===== src/rtl/fetch_pc_unit.sv =====
// Program counter and instruction fetch sequencer: IDLE/WAIT/HOLD fetch FSM with jump, branch and skip redirects.
// Optional performance counters are built when FETCH_PERF_CNT_EN is defined.
module fetch_pc_unit (
    input  logic        fast_clk,
    input  logic        rst_n,
    input  logic        top_en,
    input  logic        infer,
    input  logic [9:0]  infer_addr,
    input  logic        if_stb,
    input  logic        ju_stb,
    input  logic        br_stb,
    input  logic        sk_stb,
    input  logic        br_taken,
    input  logic [9:0]  br_offset,
    input  logic [9:0]  ju_target,
    output logic        imem_en,
    output logic [9:0]  imem_addr,
    input  logic [31:0] imem_rdata,
    output logic [9:0]  pc,
    output logic [31:0] instr,
    output logic        instr_valid,
    output logic        fetch_ovr,
    output logic [15:0] fetch_cnt,
    output logic [15:0] redir_cnt
);

    typedef enum logic [1:0] {
        S_IDLE,
        S_WAIT,
        S_HOLD
    } state_t;

    state_t      state, state_nxt;
    logic [9:0]  pc_nxt;
    logic        run;
    logic        fetch_go;
    logic        capture;
    logic        redir_ju, redir_br, redir_sk, redir_any;

    // infer overrides everything; top_en only gates new work, never an in-flight capture
    assign run       = top_en & ~infer;
    assign fetch_go  = run & if_stb & (state != S_WAIT);
    assign capture   = (state == S_WAIT) & ~infer;

    assign redir_ju  = run & ju_stb;
    assign redir_br  = run & ~ju_stb & br_stb & br_taken;
    assign redir_sk  = run & ~ju_stb & ~(br_stb & br_taken) & sk_stb;
    assign redir_any = redir_ju | redir_br | redir_sk;

    assign imem_en   = fetch_go;
    assign imem_addr = pc;

    always_comb begin
        // NOTE: every always_comb output gets a default first so no path can infer a latch.
        state_nxt = state;
        pc_nxt    = pc;
        if (infer) begin
            state_nxt = S_IDLE;
            pc_nxt    = infer_addr;
        end else begin
            case (state)
                S_IDLE, S_HOLD: if (fetch_go) state_nxt = S_WAIT;
                S_WAIT:         state_nxt = S_HOLD;
                default:        state_nxt = S_IDLE;
            endcase
            // 10-bit adders wrap naturally, giving modulo-1024 PC arithmetic
            if (redir_ju)      pc_nxt = ju_target;
            else if (redir_br) pc_nxt = pc + br_offset;
            else if (redir_sk) pc_nxt = pc + 10'd1;
            else if (capture)  pc_nxt = pc + 10'd1;
        end
    end

    always_ff @(posedge fast_clk or negedge rst_n) begin
        // NOTE: sequential state uses non-blocking assignments so all flops update together at the edge.
        if (!rst_n) begin
            state       <= S_IDLE;
            pc          <= '0;
            instr       <= '0;
            instr_valid <= 1'b0;
            fetch_ovr   <= 1'b0;
        end else begin
            state <= state_nxt;
            pc    <= pc_nxt;
            if (infer) begin
                instr_valid <= 1'b0;
            end else if (capture) begin
                instr       <= imem_rdata;
                instr_valid <= 1'b1;
            end
            if (run && if_stb && state == S_WAIT)
                fetch_ovr <= 1'b1;
        end
    end

`ifdef FETCH_PERF_CNT_EN
    always_ff @(posedge fast_clk or negedge rst_n) begin
        if (!rst_n) begin
            fetch_cnt <= '0;
            redir_cnt <= '0;
        end else begin
            if (capture && fetch_cnt != 16'hFFFF)
                fetch_cnt <= fetch_cnt + 16'd1;
            if (redir_any && redir_cnt != 16'hFFFF)
                redir_cnt <= redir_cnt + 16'd1;
        end
    end
`else
    assign fetch_cnt = '0;
    assign redir_cnt = '0;
`endif

endmodule


===== config.mk =====
export PLATFORM = sky130hd
export DESIGN_NAME = fetch_pc_unit
export DESIGN_NICKNAME = d
export VERILOG_FILES = /design/src/rtl/fetch_pc_unit.sv
export SDC_FILE = /design/constraint.sdc
export NUM_CORES = 1
export LEC_CHECK = 0
export BUFFER_PORTS_ARGS = -buffer_cell sky130_fd_sc_hd__buf_2
export CAP_MARGIN = 5
export CORE_ASPECT_RATIO = 1.5
export CORE_MARGIN = 4
export CORE_UTILIZATION = 30
export DETAILED_ROUTE_END_ITERATION = 8
export GPL_ROUTABILITY_DRIVEN = 0
export PLACE_DENSITY = 0.6
export SYNTH_ARGS = -nofsm -noshare
export SYNTH_HDL_FRONTEND = slang
export SYNTH_SLANG_ARGS = --single-unit

===== constraint.sdc =====
create_clock -name fast_clk -period 2.7 [get_ports fast_clk]
set_clock_uncertainty 0.05 [all_clocks]
set_input_delay 0.135 -clock fast_clk [delete_from_list [all_inputs] [get_ports fast_clk]]
set_output_delay 0.135 -clock fast_clk [all_outputs]
set_load 0.01 [all_outputs]

==> impl_metrics.tcl <==
set metrics [dict create \
    clk_transition_reported_paths_ns 0.07 \
    worst_reg2reg_startpoint "imem_addr[0]" \
    critPathMaxStageDelay_ns 0.42 \
    final_antenna_net_count 0 \
    netlist-cell-type-count 47 \
    post-route-drc-count 0 \
    die-height_um 124.5 \
    detailedPlace.worstSlack_ns -0.1393 \
    rows 42 \
    p_seq_frac 0.385 \
    layout-area-overhead-vs-synth_pct 28.47 \
    vias 2173 \
    grt_remaining_overflow 0 \
    clock_tree_root_buffer_cell "sky130_fd_sc_hd__clkbuf_16" \
    dominantRegCellSynth "sky130_fd_sc_hd__dfrtp_1" \
    initial_utilization 0.3077 \
    cts-buffers-inserted 5 \
    finalCriticalPeriod_ns 2.488 \
    clock_sinks 46 \
    critPathCaptureType "flip-flop" \
    synth_edf_count 0 \
    number_of_buffers_inserted_by_port_buffering 125 \
    post-synth-top-area-cell "sky130_fd_sc_hd__dfrtp_1" \
    fin_ws_ns 0.2123 \
    cts_tree "built" \
    fraction_of_registers_with_async_set_reset 1.000 \
    timing_worst_setup_path_type "reg2reg" \
    netlist_area_mm2 0.002716 \
    max_freq_mhz 402.0 \
    synthesis.area_per_instance_um2 10.78 \
    r2r_slack_ns 0.21 \
    grt_setup_unrepaired "false" \
    max_cap_viols 0 \
    p_comb_frac 0.279 \
    finalSetupViolCount 0 \
    synth_top_cells_by_area "sky130_fd_sc_hd__dfrtp_1 (42%), sky130_fd_sc_hd__mux2_2 (13%), sky130_fd_sc_hd__buf_4 (12%)" \
    reg2reg_depth 8 \
    timing.critical_path.arrival_ns 2.63 \
    lkg_pwr_nw 1.792 \
    total_switching_power_uw 693.3 \
    total_routed_wirelength_um 6936 \
    seq_area_mm2 0.001151 \
    first_global_vias 2214 \
    area_enclosed_by_the_die_boundary_mm2 0.01067 \
    fillCellCount 904 \
    vdd_drop_max_mv 0.5372 \
    clock_tree.buffer_depth 2 \
    placed_cells 474 \
    detailed_place_hpwl_um 5497 \
    layout-drive-gt1-share 0.4839 \
    grt_first_pass_wirelength_um 10970 \
    pin_count_of_the_biggest_net_entering_global_routing 47 \
    synth_seq_cells 46 \
    design.core.area_mm2 0.008828 \
    i_o_pin_total 158 \
    antenna_found_initial 0 \
    drt-initial-drc-count 83 \
    multi_input_gate_area_in_the_final_layout_mm2 0.001320 \
    report.final.slew_viol_count 0 \
    routed_wire_length_per_instance_um 14.39 \
    antenna_cells_inserted 0 \
    run_status "finished, final reports clean" \
    synth-seq-area-share 0.4238 \
    critical_path.reg2reg.endpoint "imem_addr[8]" \
    highest_delay_cell_along_the_critical_path "sky130_fd_sc_hd__dfrtp_1" \
    final.setup.tns_ns 0 \
    cts-htree-levels 2 \
    final_net_count 452 \
    worstPathMaxFanout 4 \
    layoutNonFillerInstCount 482 \
    drtPass1Iterations 4 \
    internal_power_mw 1.731 \
    synth_largest_type_area_fraction 0.4238 \
    clockPowerShare 0.336 \
    postSynthCellCount 252 \
    layout_worst_path_cycle_share 0.9214 \
    hold_path.class "in2async" \
    cts_setup_buffers 0 \
    gr-usage-all-layers 0.1301 \
    worst_pin_slew_ns 1.079 \
    power.switching_fraction 0.2860 \
    routed_via_density 4.508 \
    synth-warning-count 0 \
    setup.worst_path.start_class "flip-flop" \
    crit_required_ns 2.84 \
    worstSkewPairLatency_ns 0.28 \
    cell_breakdown_of_the_critical_path "ha_1 > fa_2 > a21o_1 > a211o_1 > a2111oi_2 > nor3_1 > xnor2_1 > o31ai_1" \
    slew-limit-headroom 0.2808 \
    power.density_mw_per_mm2 694.8 \
    die_x_um 85.70 \
    report.final.hold_viol_count 0 \
]
==> cell usage after synthesis (4+ instances only) <==
library cell	instances
sky130_fd_sc_hd__a31oi_1	4
sky130_fd_sc_hd__nor2_1	9
sky130_fd_sc_hd__nand2_1	20
sky130_fd_sc_hd__mux2_2	32
sky130_fd_sc_hd__buf_2	4
sky130_fd_sc_hd__dfrtp_1	46
sky130_fd_sc_hd__ha_1	9
sky130_fd_sc_hd__a21oi_1	10
sky130_fd_sc_hd__nor3_1	4
sky130_fd_sc_hd__o21ai_0	6
sky130_fd_sc_hd__a21o_1	4
sky130_fd_sc_hd__buf_4	42
sky130_fd_sc_hd__and2_1	9
==> cells in the final DEF, fill, tap and decap left out, types with 2 or more instances in the layout <==
master / instances
sky130_fd_sc_hd__a21o_1: 4
sky130_fd_sc_hd__dfrtp_1: 46
sky130_fd_sc_hd__nand2_1: 20
sky130_fd_sc_hd__buf_4: 7
sky130_fd_sc_hd__nor3_1: 4
sky130_fd_sc_hd__clkbuf_16: 5
sky130_fd_sc_hd__conb_1: 32
sky130_fd_sc_hd__xor2_1: 3
sky130_fd_sc_hd__nand3b_1: 2
sky130_fd_sc_hd__bufinv_16: 2
sky130_fd_sc_hd__mux2i_1: 3
sky130_fd_sc_hd__a31oi_1: 4
sky130_fd_sc_hd__a221oi_1: 2
sky130_fd_sc_hd__nor2_1: 8
sky130_fd_sc_hd__mux2_2: 32
sky130_fd_sc_hd__o22ai_1: 3
sky130_fd_sc_hd__o21ai_0: 6
sky130_fd_sc_hd__nand2b_1: 3
sky130_fd_sc_hd__and2_1: 9
sky130_fd_sc_hd__buf_2: 125
sky130_fd_sc_hd__ha_1: 9
sky130_fd_sc_hd__nand3_1: 3
sky130_fd_sc_hd__xnor2_1: 3
sky130_fd_sc_hd__nand4_1: 2
sky130_fd_sc_hd__a211o_1: 2
sky130_fd_sc_hd__a21oi_1: 10
==> state kept, by name, indices dropped and copies added (netlist names) <==
| name | flops |
|---|---|
| fetch_ovr | 1 |
| imem_addr | 10 |
| instr | 32 |
| instr_valid | 1 |
| state | 2 |
==> critical path: cells and delay by family, from the launching register on <==
| kind | cells | cell delay [ns] |
|---|---|---|
| adder cells (fa/ha/maj) | 2 | 0.61 |
| XOR/XNOR | 1 | 0.14 |
| flip-flops | 1 | 0.42 |
| AO/OA/AOI/OAI | 4 | 1.06 |
| AND/OR/NAND/NOR | 1 | 0.12 |
==> power by group through the flow <==
stage	Combinational [mW]	Sequential (mW)	Clock [mW]
floorplan	0.370	1.02	0
global placement	0.681	0.941	0
detailed placement	0.685	0.945	0
CTS	0.687	0.935	0.843
global route	0.743	0.959	0.867
finish	0.676	0.933	0.815
==> worst max path at each step <==
stage	slack, ns	to	depth (start not counted)	start
after floorplan	0.04	imem_addr[8]	13	infer
after global placement	-0.07	imem_addr[8]	12	infer
after detailed placement	-0.14	imem_addr[8]	12	infer
after CTS	0.16	imem_addr[8]	12	infer
after global routing	0.02	imem_addr[8]	12	infer
final	0.21	imem_addr[8]	8	imem_addr[0]
==> per-layer routing <==
layer	share of wire	global-route usage	wire, um
met5	0	0	0
met4	0.016	0.04287	108
met3	0.085	0.03640	588
met2	0.53	0.2372	3706
met1	0.37	0.1413	2534
==> logic make-up (layout without fill, tap and decap cells) <==
family / count (synthesis) / after routing / synth area share
and+or+nand+nor: 61 / 61 / 0.1234
buffers and inverters: 52 / 141 / 0.1373
DFF: 46 / 46 / 0.4238
AOI/OAI and AO/OA: 41 / 41 / 0.1023
muxes: 35 / 35 / 0.1437
adders and majority gates: 10 / 10 / 0.04883
xor gates and xnor gates: 6 / 6 / 0.01935
other: 1 / 32 / 0.001381
==> timing repair <==
| item | 4_1_cts | 5_1_grt |
|---|---|---|
| hold buffers | 0 | 0 |
| resized for setup | 0 | 2 |
| endpoints found under the setup margin | 0 | 1 |
==> cell type report <==
type                    count  share of cell area
repair buffers            132              0.1943
inverters                   1            0.001076
multi-input cells         185              0.3783
clock inverters             2             0.01721
flip-flops and latches     46              0.3299
clock buffers               6             0.03980
well taps                 110             0.03944
==> through the flow <==
step / hold slack [ns] / area, um^2 / util / power [mW]
6_report: 0.001067 / 3490 / 0.3953 / 2.424
5_1_grt: 0.02162 / 3490 / 0.3953 / 2.569
4_1_cts: 0.01870 / 3486 / 0.3948 / 2.465
3_5_place_dp: 0.3209 / 3287 / 0.3723 / 1.630
3_3_place_gp: 0.3161 / 3287 / 0.3723 / 1.622
2_1_floorplan: -0.2106 / 2833 / - / 1.386
Power figures use the tool's default switching activity.
